File: src/rtl/he_accel_pkg.sv
// Shared types and constants for the HE accelerator sequencer.
// Line counts assume 512 x 64-bit coefficients packed 4 per 256-bit line.
package he_accel_pkg;
    localparam int N_COEFF           = 512;
    localparam int COEFF_W           = 64;
    localparam int LINE_W            = 256;
    localparam int ADDR_W            = 32;
    localparam int LINES_PER_POLY    = 128;
    localparam int LOAD_LINES        = 512;
    localparam int STORE_LINES_MUL   = 384;
    localparam int STORE_LINES_RELIN = 256;

    typedef enum logic [1:0] {
        OP_MUL      = 2'b00,
        OP_MULRELIN = 2'b01
    } op_e;

    typedef enum logic [2:0] {
        S_IDLE, S_LOAD, S_START, S_COMPUTE, S_STORE, S_DONE
    } state_e;

    localparam logic [2:0] SEL_CT0_0  = 3'd0;
    localparam logic [2:0] SEL_CT0_1  = 3'd1;
    localparam logic [2:0] SEL_CT1_0  = 3'd2;
    localparam logic [2:0] SEL_CT1_1  = 3'd3;
    localparam logic [2:0] SEL_C0_OUT = 3'd4;
    localparam logic [2:0] SEL_C1_OUT = 3'd5;
    localparam logic [2:0] SEL_C2_OUT = 3'd6;

    function automatic logic op_legal(logic [1:0] op);
        return (op == OP_MUL) || (op == OP_MULRELIN);
    endfunction
endpackage

File: src/rtl/he_line_agu.sv
// Line counter and base+offset line address generator shared by LOAD and STORE.
module he_line_agu
    import he_accel_pkg::*;
(
    input  logic              clk_i,
    input  logic              rst_i,
    input  logic              clr_i,
    input  logic              inc_i,
    input  logic [ADDR_W-1:0] base_i,
    input  logic [8:0]        last_idx_i,
    output logic [8:0]        cnt_o,
    output logic [ADDR_W-1:0] addr_o,
    output logic              last_o
);
    logic [8:0] cnt_q, cnt_d;

    always_comb begin
        cnt_d = cnt_q;
        if (clr_i)      cnt_d = '0;
        else if (inc_i) cnt_d = cnt_q + 9'd1;
    end

    always_ff @(posedge clk_i) begin
        if (rst_i) cnt_q <= '0;
        else       cnt_q <= cnt_d;
    end

    // Wraps modulo 2^ADDR_W by design.
    assign addr_o = base_i + {{(ADDR_W-14){1'b0}}, cnt_q, 5'b0};
    assign cnt_o  = cnt_q;
    assign last_o = (cnt_q == last_idx_i);
endmodule

File: src/rtl/he_accel_ctrl.sv
// Command sequencer: load two ciphertexts, run the multiply, store the result, report tag.
module he_accel_ctrl
    import he_accel_pkg::*;
(
    input  logic              clk_i,
    input  logic              rst_i,
    input  logic              cmd_valid_i,
    output logic              cmd_ready_o,
    input  logic [1:0]        cmd_op_i,
    input  logic [ADDR_W-1:0] cmd_src_addr_i,
    input  logic [ADDR_W-1:0] cmd_dst_addr_i,
    input  logic [2:0]        cmd_tag_i,
    output logic              mem_read_o,
    output logic              mem_write_o,
    output logic [ADDR_W-1:0] mem_address_o,
    input  logic [LINE_W-1:0] mem_rdata_i,
    output logic [LINE_W-1:0] mem_wdata_o,
    input  logic              mem_resp_i,
    output logic              buf_we_o,
    output logic [2:0]        buf_sel_o,
    output logic [6:0]        buf_index_o,
    output logic [LINE_W-1:0] buf_wdata_o,
    input  logic [LINE_W-1:0] buf_rdata_i,
    output logic              core_start_o,
    output logic              core_relin_o,
    input  logic              core_done_i,
    output logic              done_valid_o,
    output logic [2:0]        done_tag_o,
    output logic              done_err_o
);
    state_e            state_q, state_d;
    logic [ADDR_W-1:0] src_q, dst_q;
    logic [2:0]        tag_q;
    logic              relin_q, err_q;

    logic              accept, agu_clr, agu_inc, agu_last;
    logic [ADDR_W-1:0] agu_base, agu_addr;
    logic [8:0]        agu_last_idx, line_cnt;

    he_line_agu u_agu (
        .clk_i      (clk_i),
        .rst_i      (rst_i),
        .clr_i      (agu_clr),
        .inc_i      (agu_inc),
        .base_i     (agu_base),
        .last_idx_i (agu_last_idx),
        .cnt_o      (line_cnt),
        .addr_o     (agu_addr),
        .last_o     (agu_last)
    );

    // Every output is forced low while rst_i is high, not just after the edge.
    always_comb begin
        state_d       = state_q;
        accept        = 1'b0;
        agu_clr       = 1'b0;
        agu_inc       = 1'b0;
        agu_base      = src_q;
        agu_last_idx  = 9'(LOAD_LINES - 1);
        cmd_ready_o   = 1'b0;
        mem_read_o    = 1'b0;
        mem_write_o   = 1'b0;
        mem_address_o = '0;
        mem_wdata_o   = '0;
        buf_we_o      = 1'b0;
        buf_sel_o     = '0;
        buf_index_o   = '0;
        buf_wdata_o   = '0;
        core_start_o  = 1'b0;
        core_relin_o  = 1'b0;
        done_valid_o  = 1'b0;
        done_tag_o    = '0;
        done_err_o    = 1'b0;
        if (!rst_i) begin
            buf_wdata_o = mem_rdata_i;
            mem_wdata_o = buf_rdata_i;
            case (state_q)
                S_IDLE: begin
                    cmd_ready_o = 1'b1;
                    if (cmd_valid_i) begin
                        accept  = 1'b1;
                        agu_clr = 1'b1;
                        state_d = op_legal(cmd_op_i) ? S_LOAD : S_DONE;
                    end
                end
                S_LOAD: begin
                    mem_read_o    = 1'b1;
                    mem_address_o = agu_addr;
                    buf_sel_o     = {1'b0, line_cnt[8:7]};
                    buf_index_o   = line_cnt[6:0];
                    if (mem_resp_i) begin
                        buf_we_o = 1'b1;
                        agu_inc  = 1'b1;
                        if (agu_last) state_d = S_START;
                    end
                end
                S_START: begin
                    core_start_o = 1'b1;
                    core_relin_o = relin_q;
                    state_d      = S_COMPUTE;
                end
                S_COMPUTE: begin
                    if (core_done_i) begin
                        agu_clr = 1'b1;
                        state_d = S_STORE;
                    end
                end
                S_STORE: begin
                    agu_base      = dst_q;
                    agu_last_idx  = relin_q ? 9'(STORE_LINES_RELIN - 1) : 9'(STORE_LINES_MUL - 1);
                    mem_write_o   = 1'b1;
                    mem_address_o = agu_addr;
                    buf_sel_o     = SEL_C0_OUT + {1'b0, line_cnt[8:7]};
                    buf_index_o   = line_cnt[6:0];
                    if (mem_resp_i) begin
                        agu_inc = 1'b1;
                        if (agu_last) state_d = S_DONE;
                    end
                end
                S_DONE: begin
                    done_valid_o = 1'b1;
                    done_tag_o   = tag_q;
                    done_err_o   = err_q;
                    state_d      = S_IDLE;
                end
                default: state_d = S_IDLE;
            endcase
        end
    end

    always_ff @(posedge clk_i) begin
        if (rst_i) begin
            state_q <= S_IDLE;
            src_q   <= '0;
            dst_q   <= '0;
            tag_q   <= '0;
            relin_q <= 1'b0;
            err_q   <= 1'b0;
        end else begin
            state_q <= state_d;
            if (accept) begin
                src_q   <= cmd_src_addr_i & ~ADDR_W'(32'h1f);
                dst_q   <= cmd_dst_addr_i & ~ADDR_W'(32'h1f);
                tag_q   <= cmd_tag_i;
                relin_q <= (cmd_op_i == OP_MULRELIN);
                err_q   <= !op_legal(cmd_op_i);
            end
        end
    end
endmodule

File: config.mk
export PLATFORM = sky130hd
export DESIGN_NAME = he_accel_ctrl
export DESIGN_NICKNAME = d
export VERILOG_FILES = /design/src/rtl/he_accel_pkg.sv /design/src/rtl/he_line_agu.sv /design/src/rtl/he_accel_ctrl.sv
export SDC_FILE = /design/constraint.sdc
export NUM_CORES = 1
export LEC_CHECK = 0
export CAP_MARGIN = 20
export CELL_PAD_IN_SITES_DETAIL_PLACEMENT = 0
export CELL_PAD_IN_SITES_GLOBAL_PLACEMENT = 1
export CORE_AREA = 2 2 453 455
export CTS_CLUSTER_SIZE = 20
export DETAILED_ROUTE_END_ITERATION = 10
export DIE_AREA = 0 0 455 457
export DONT_BUFFER_PORTS = 1
export GPL_TIMING_DRIVEN = 0
export MAX_ROUTING_LAYER = met4
export PLACE_DENSITY = 0.3
export SLEW_MARGIN = 10
export SYNTH_ARGS = -nofsm -noshare
export SYNTH_HDL_FRONTEND = slang
export SYNTH_SLANG_ARGS = --single-unit
File: constraint.sdc
create_clock -name clk_i -period 18.35 [get_ports clk_i]
set_input_delay 4.5875 -clock clk_i [delete_from_list [all_inputs] [get_ports clk_i]]
set_output_delay 4.5875 -clock clk_i [all_outputs]
set_load 0.02 [all_outputs]
==> results of run 1 <==
## placed cells by master (no fill, tap or decap), types with 11 or more instances in the layout
cell type | Yosys | routed
nor2b_1 | 514 | 462
nand2_1 | 141 | 141
diode_2 | 0 | 138
clkbuf_1 | 77 | 77
dfxtp_1 | 71 | 71
a21oi_1 | 70 | 70
nor2b_2 | 0 | 52
buf_6 | 1 | 47
nor2_1 | 34 | 34
mux2_2 | 17 | 17
nor3_1 | 17 | 17
and2_1 | 15 | 15
nand3_1 | 13 | 13
xnor2_1 | 13 | 13
nand4_1 | 12 | 12
o21ai_0 | 12 | 12
mux2i_1 | 13 | 12
buf_4 | 7 | 12
ha_1 | 11 | 11
## Yosys cell counts, drive strengths merged, types with 8 or more instances
library cell,n
xnor2,13
a21oi,70
mux2i,13
nand2,141
nand3,13
inv,8
a21o,8
dfxtp,71
nor3,17
and2,15
nor2b,514
xor2,9
o21ai,13
buf,18
nor2,36
nand4,12
ha,11
mux2,17
clkbuf,77
## worst paths after layout
check        cells after the start  slack (ns)                 to
max                             14        4.27  mem_address_o[19]
min                              2        0.46          src_q[31]
max reg2reg                      8       15.57          dst_q[27]
min reg2reg                      2        0.46          src_q[31]
## layout make-up
cell class / count / share of cell area (%)
diodes: 138 / 2.747
plain buffers: 95 / 3.185
clock buffers: 9 / 1.791
clock inverters: 7 / 1.015
inverters: 8 / 0.2389
multi-input cells: 960 / 47.09
flip-flops and latches: 71 / 11.31
well taps: 2688 / 26.75
repair buffers: 61 / 5.872
## metrics by stage
| step | utilization, % | setup WS (ns) | hold WS (ns) | cells | cell area [sq um] |
|---|---|---|---|---|---|
| 5_1_grt | 6.158 | 3.869 | 0.4754 | 4017 | 12520 |
| 3_3_place_gp | 5.404 | 3.145 | 0.4461 | 3822 | 10990 |
| 6_report | 6.183 | 4.273 | 0.4557 | 4037 | 12570 |
| 3_5_place_dp | 5.679 | 4.115 | 0.4469 | 3859 | 11550 |
| 4_1_cts | 5.852 | 4.096 | 0.4571 | 3875 | 11900 |
| 2_1_floorplan | - | 5.791 | 0.4317 | 1134 | 7625 |
## flip-flops by register name, indices dropped and copies added (netlist names)
| signal | cells |
|---|---|
| err_q | 1 |
| u_agu.cnt_o | 9 |
| dst_q | 27 |
| relin_q | 1 |
| state_q | 3 |
| tag_q | 3 |
| src_q | 27 |
## power breakdown
part | switching, mW | internal (mW)
registers | 0.00964 | 0.163
logic | 0.274 | 0.0663
clock network | 0.0904 | 0.135
## cells by family after synthesis
family          Yosys count  share of synthesized area [%]
simple gates            777                          58.20
compound gates          114                          8.600
buf+inv                 103                          5.640
flops                    71                          18.68
mux                      30                          4.225
xor+xnor                 22                          2.532
fa+ha+maj                12                          2.072
other cells               1                        0.04928
## worst max-delay path, stage by stage
cell and delay, ns:
buf_2 0.22, nor4b_4 0.62, buf_2 0.43, buf_2 0.44
mux2_2 0.39, ha_1 0.20, inv_1 0.08, fa_1 0.20
nor2b_1 0.08, o211ai_1 0.24, nand3_1 0.18, a21oi_1 0.86
nor3_1 0.14, nor3b_1 0.77
## per-layer routing
| layer | share of wire, % | routed length (um) | GRT usage (%) |
|---|---|---|---|
| met1 | 31 | 55640 | 14.77 |
| met2 | 46 | 83130 | 27.33 |
| met3 | 19 | 34040 | 14.76 |
| met4 | 4.0 | 7242 | 4.997 |
| met5 | 0 | 0 | - |
==> metrics, run 1 <==
status completed; fin nets about 1800; final slew viol count 0; Final Setup Violations 0; RSZ-0062 raised after global routing false; Worst Path Required around 14 ns; CTS root buffer clkbuf_16; max-cap viol count 0; share of post-route cells with drive strength above 1 ~14%; CTS tree yes; Clock Tree Buf Depth 2; YS warnings 0; wire per inst roughly 45 um; fmax between 0.07 and 0.08 GHz; worst setup path startpoint rst_i; multi-input logic area slightly below 6000 sq um; Worst Hold Class reg -> reg; total CTS buffers 9; post-synthesis sequential area ratio between 10% and 20%; Pleak ~3.4 nW; GRT Resource Usage Total between 10% and 20%; # H-tree levels 3; skew final around 0.021 ns; Via Count just over 10000; # fillers ~24000; Setup Crit Path Kind in -> out; Port Buf Inserts 0; top-area cell type share of the netlist area ~42%; Slew HR under 10%; Worst R2R Start state_q[0]; Post-synth ARST share 0%; router iterations before antenna repair 5; minimum clock period around 14 ns; full die area 207900 sq um; largest net degree at the start of global routing 15; Die Span X between 400 and 500 um; CTS Sinks just over 70; I/O pins 1151; Remaining DRCs 0; post-DP HPWL 168500 um; prevailing post-synth register cell dfxtp_1; final worst-path cycle share 76.71%; first-pass GRT wire length between 200000 and 250000 um; Synth area leaders nor2b_1, dfxtp_1, nand2_1; Post-Syn Instances 1130; GPL Wtd Cong roughly 1.8; total grt overflow 0; Mapped Area between 7000 and 8000 sq um; area grow syn2layout 65.21%; P per Cell Area between 50 and 60 nW/um^2; post-CTS sizing 0; Post-synth EDFFs 0; final hold violations 0; Die H about 460 um; clk_lat worst skew about 0.4 ns; Vias/cell about 2.6; Worst-Margin Slew between 1 and 1.5 ns; Clock transition at path regs roughly 0.070 ns; nature of the critical path endpoint output pin; largest area contributor in the netlist nor2b_1; Worst Min Path Start src_q[31]; Yosys reg bits between 70 and 80; CP Launch Type input pin; post-CTS setup buffer count 0; vias in the first global route 8986; Reg area between 1000 and 1500 sq um; Max VDD drop 0.00004595 V; post-synthesis average cell area 6.734 sq um; critical path arrival between 9 and 10 ns; # rows between 150 and 200; antenna violations before repair 245; ANT nets after route 0; Crit Path Max Fanout 10; wirelength, routed ~180000 um; Initial Util roughly 3.7%; core area about 200000 sq um; hold_buf cts 0; Distinct cells, synth 53; total power 739.0 uW; Fin Setup TNS 0 ns; DRT iter0 DRCs roughly 810
Note: power is estimated with default switching activity, not from simulation.
==> run 2: changes to the inputs <==
--- a/config.mk
+++ b/config.mk
@@ -5,13 +5,14 @@
 export SDC_FILE = /design/constraint.sdc
 export NUM_CORES = 1
 export LEC_CHECK = 0
+export ABC_AREA = 1
 export CAP_MARGIN = 20
 export CELL_PAD_IN_SITES_DETAIL_PLACEMENT = 0
 export CELL_PAD_IN_SITES_GLOBAL_PLACEMENT = 1
-export CORE_AREA = 2 2 453 455
+export CORE_AREA = 2 2 451 453
 export CTS_CLUSTER_SIZE = 20
 export DETAILED_ROUTE_END_ITERATION = 10
-export DIE_AREA = 0 0 455 457
+export DIE_AREA = 0 0 453 455
 export DONT_BUFFER_PORTS = 1
 export GPL_TIMING_DRIVEN = 0
 export MAX_ROUTING_LAYER = met4
==> constraint.sdc (replaced) <==
create_clock -name clk_i -period 11.7 [get_ports clk_i]
set_input_delay 2.925 -clock clk_i [delete_from_list [all_inputs] [get_ports clk_i]]
set_output_delay 2.925 -clock clk_i [all_outputs]
set_load 0.02 [all_outputs]
==> run 2 against run 1 <==
Compared with the run above:
- the flow now finishes with violations (capacitance limit, slew limit)
- flip-flop and latch count stayed put
- utilization increased by 0.16 points
- worst hold slack improved by 0.0090 ns
- highest routed layer unchanged
- largest cell class unchanged
- critical path type unchanged
- final area grew 1.6%
- critical endpoint is now mem_address_o[29]
- combinational power rose by 150%
- via count up 15%
==> metrics, run 2 <==
status finished with violations (was completed); failing checks capacitance limit, slew limit; vias in the first global route 11360 (was 8986); ANT nets after route 0 (unchanged); prevailing post-synth register cell dfxtp_1 (unchanged); post-synthesis mux area share 0% (was 4.226%); clk_lat worst skew 0.38 ns (was 0.39 ns); Setup Crit Path Kind in -> out (unchanged); Synth area leaders nor2_1, inv_1, dfxtp_1 (was nor2b_1, dfxtp_1, nand2_1); wirelength, routed 143700 um (was 180100 um); clock power share 22.7% (was 30.5%); router iterations before antenna repair 5 (unchanged); multi-input logic area 4646 sq um (was 5921 sq um); final hold violations 0 (unchanged); Slew HR -0.4619% (was 6.115%); post-CTS sizing 0 (unchanged); max incr delay on CP 0.64 ns (was 0.86 ns); Die H 455 um (was 457 um); Switching Share 56.37% (was 50.68%); GPL Wtd Cong 0.9733 (was 1.793); Post-synth ARST share 0% (unchanged); Pleak 6.080 nW (was 3.387 nW); hold_buf cts 0 (unchanged); Post-synth EDFFs 0 (unchanged); largest family of logic cells by synthesized area simple AND/OR/NAND/NOR gates (unchanged); Remaining DRCs 0 (unchanged); fin nets 2439 (was 1804); # rows 165 (was 166); nature of the critical path endpoint output pin (unchanged); antenna violations before repair 131 (was 245); skew final 0.02378 ns (was 0.02106 ns); Post-synth top cells nor2_1, inv_1, nand2_1 (was nor2b_1, nand2_1, clkbuf_1); worst setup path endpoint mem_address_o[29] (was mem_address_o[19]); Max VDD drop 0.00007529 V (was 0.00004595 V); final worst-path cycle share a little under nine tenths; fmax around 0.099 GHz; post-synthesis sequential area ratio 16.55% (was 18.68%); CTS root buffer clkbuf_16 (unchanged); wire per inst 31.67 um (was 44.60 um); critical path's most frequent cell nand2_1 (was buf_2); Worst-Margin Slew 1.501 ns (was 1.405 ns); Fin Setup TNS 0 ns (unchanged); YS warnings 0 (unchanged); Final Setup Violations 0 (unchanged); Switch Pwr 848.7 uW (was 374.5 uW); minimum clock period approximately 10 ns; post-synthesis average cell area 4.788 sq um (was 6.734 sq um); Via Count 11850 (was 10340); Reg area 1421 sq um (unchanged); Vias/cell 2.610 (was 2.561); total grt overflow 0 (unchanged); I/O pins 1151 (unchanged); critical path arrival 7.16 ns (was 9.49 ns); # H-tree levels 3 (unchanged); worst path cell trace buf_2, nor2_8, nand2_4, buf_2, clkbuf_1, nand2_1, nand2_1, ha_1, inv_1, fa_1, inv_1, nand2_1, nand2_1, nand3_1, nand2_1, nand2_1, nand2_2, nand3_1, nor2_1, nor2_1, nor2_1 (was buf_2, nor4b_4, buf_2, buf_2, mux2_2, ha_1, inv_1, fa_1, nor2b_1, o211ai_1, nand3_1, a21oi_1, nor3_1, nor3b_1); Distinct cells, synth 39 (was 53); Worst Path Required 8.78 ns (was 13.76 ns); largest area contributor in the netlist nor2_1 (was nor2b_1); Crit Path Max Fanout 10 (unchanged); post-CTS setup buffer count 0 (unchanged); critical path depth 21 (was 14); Util after Layout 6.347% (was 6.183%); Die Span X 453 um (was 455 um); Initial Util 4.267% (was 3.742%); CTS Sinks 71 (unchanged); # fillers 24160 (was 23990); CTS tree yes (unchanged); most common cell after layout, fill and taps aside inv_1 (was nor2b_1); Clock transition at path regs 0.06 ns (was 0.07 ns); DRT iter0 DRCs 894 (was 807); area grow syn2layout 48.73% (was 65.21%); Post-Synth Simple-Gate Area 43.39% (was 58.20%); most common cell in the netlist nor2_1 (was nor2b_1); first-pass GRT wire length 166900 um (was 201500 um); fin worst setup slack 1.611 ns (was 4.273 ns); Comb power frac 55.8% (was 46.1%); Compound-Gate Fraction of Synth Area 6.977% (was 8.599%); post-DP HPWL 136700 um (was 168500 um); Post-Syn Instances 1794 (was 1130); Yosys reg bits 71 (unchanged); flop2flop setup slack 9.10 ns (was 15.57 ns); core area 201300 sq um (was 203300 sq um); top-area cell type share of the netlist area 25.48% (was 42.26%); CP delay by family, top simple AND/OR/NAND/NOR gates (unchanged); sequential share of power 21.5% (was 23.4%); Worst R2R Start state_q[0] (unchanged); Internal 657.0 uW (was 364.5 uW); share of post-route cells with drive strength above 1 7.096% (was 13.87%); Cell Area, Placed 12290 sq um (was 11550 sq um); XOR/XNOR Fraction of Synth Area 1.020% (was 2.532%); worst setup path startpoint rst_i (unchanged); final slew viol count 1 (was 0); total CTS buffers 9 (unchanged); worst slack at placement 1.330 ns (was 4.115 ns); Final Cell Area 12770 sq um (was 12570 sq um); CP Launch Type input pin (unchanged); RSZ-0062 raised after global routing false (unchanged); Worst Hold Class reg -> reg (unchanged); Port Buf Inserts 0 (unchanged); critical path buffer and inverter count 5 (was 4); max-cap viol count 1 (was 0); reg-to-reg endpoint relin_q (was dst_q[27]); Mapped Area 8589 sq um (was 7610 sq um); P per Cell Area 117.9 nW/um^2 (was 58.78 nW/um^2); GRT Resource Usage Total 13.66% (was 17.12%); Clock Tree Buf Depth 2 (unchanged); largest net degree at the start of global routing 14 (was 15); worst r2r path cells 8 (unchanged); CP max stage cell buf_2 (was a21oi_1); commonest non-fill, non-tap cells in the layout inv_1, nor2_1, nand2_1 (was nor2b_1, nand2_1, clkbuf_1); full die area 206100 sq um (was 207900 sq um); Adder-Cell Fraction of Synth Area 1.835% (was 2.072%)
run 2: changes by cell type after synthesis, sizes merged, moves of 6 or more:
| cell | before | now |
|---|---|---|
| and2 | 15 | 1 |
| a21o | 8 | 0 |
| nor2 | 36 | 597 |
| mux2i | 13 | 0 |
| nor3 | 17 | 7 |
| nor4 | 6 | 0 |
| nand3 | 13 | 86 |
| nor2b | 514 | 0 |
| a21oi | 70 | 38 |
| xnor2 | 13 | 2 |
| o21ai | 13 | 71 |
| inv | 8 | 579 |
| nand2 | 141 | 198 |
| mux2 | 17 | 0 |
run 2: layer usage:
| layer | vias up | global-route usage (%) | part of all wire, % |
|---|---|---|---|
| met3 | 286 | 6.472 | 11 |
| met1 | 5525 | 12.90 | 34 |
| met4 | 0 | 2.771 | 2.7 |
| li1 | 5111 | - | - |
| met5 | - | - | 0 |
| met2 | 923 | 25.07 | 53 |
run 2: metrics by stage:
stage | instances | hold slack, ns | power, mW
floorplan | 1798 | 0.4298 | 0.8223
global placement | 4470 | 0.4509 | 1.193
CTS | 4512 | 0.4733 | 1.551
global route | 4536 | 0.4924 | 1.617
finish | 4539 | 0.4647 | 1.506
detailed placement | 4496 | 0.4629 | 1.198
run 2: area by class of cell:
class | count | area share, %
antenna | 21 | 0.4114
buffer | 96 | 3.252
clock buffer | 10 | 1.792
clock inverter | 6 | 0.9109
inverter | 580 | 17.05
multi-input combinational | 1051 | 36.37
sequential | 71 | 11.13
tap | 2672 | 26.17
timing repair buffer | 32 | 2.919
run 2: cell families after synthesis:
kind of cell | count (synthesis)
compound gates | 116
simple gates | 908
other cells | 1
fa+ha+maj | 12
xor+xnor | 10
flops | 71
buf+inv | 676
run 2: worst min-delay path by stage:
stage / cells past startpoint / from / endpoint / slack [ns]
2_1_floorplan: 2 / src_q[14] / src_q[14] / 0.43
3_3_place_gp: 2 / src_q[26] / src_q[26] / 0.45
3_5_place_dp: 2 / dst_q[13] / dst_q[13] / 0.46
4_1_cts: 2 / dst_q[30] / dst_q[30] / 0.47
5_1_grt: 2 / dst_q[26] / dst_q[26] / 0.49
6_report: 2 / src_q[14] / src_q[14] / 0.46
run 2: worst min-delay path, cell delays in order, from the launching register on:
cell     delay (ns)
dfxtp_1        0.30
inv_1          0.06
a21oi_1        0.06
run 2: power by group through the flow:
stage / Clock, mW / Combinational, mW / Sequential (mW)
after floorplan: 0 / 0.504 / 0.318
after global placement: 0 / 0.862 / 0.331
after detailed placement: 0 / 0.868 / 0.330
after CTS: 0.356 / 0.870 / 0.325
after global routing: 0.363 / 0.923 / 0.331
final: 0.342 / 0.840 / 0.324
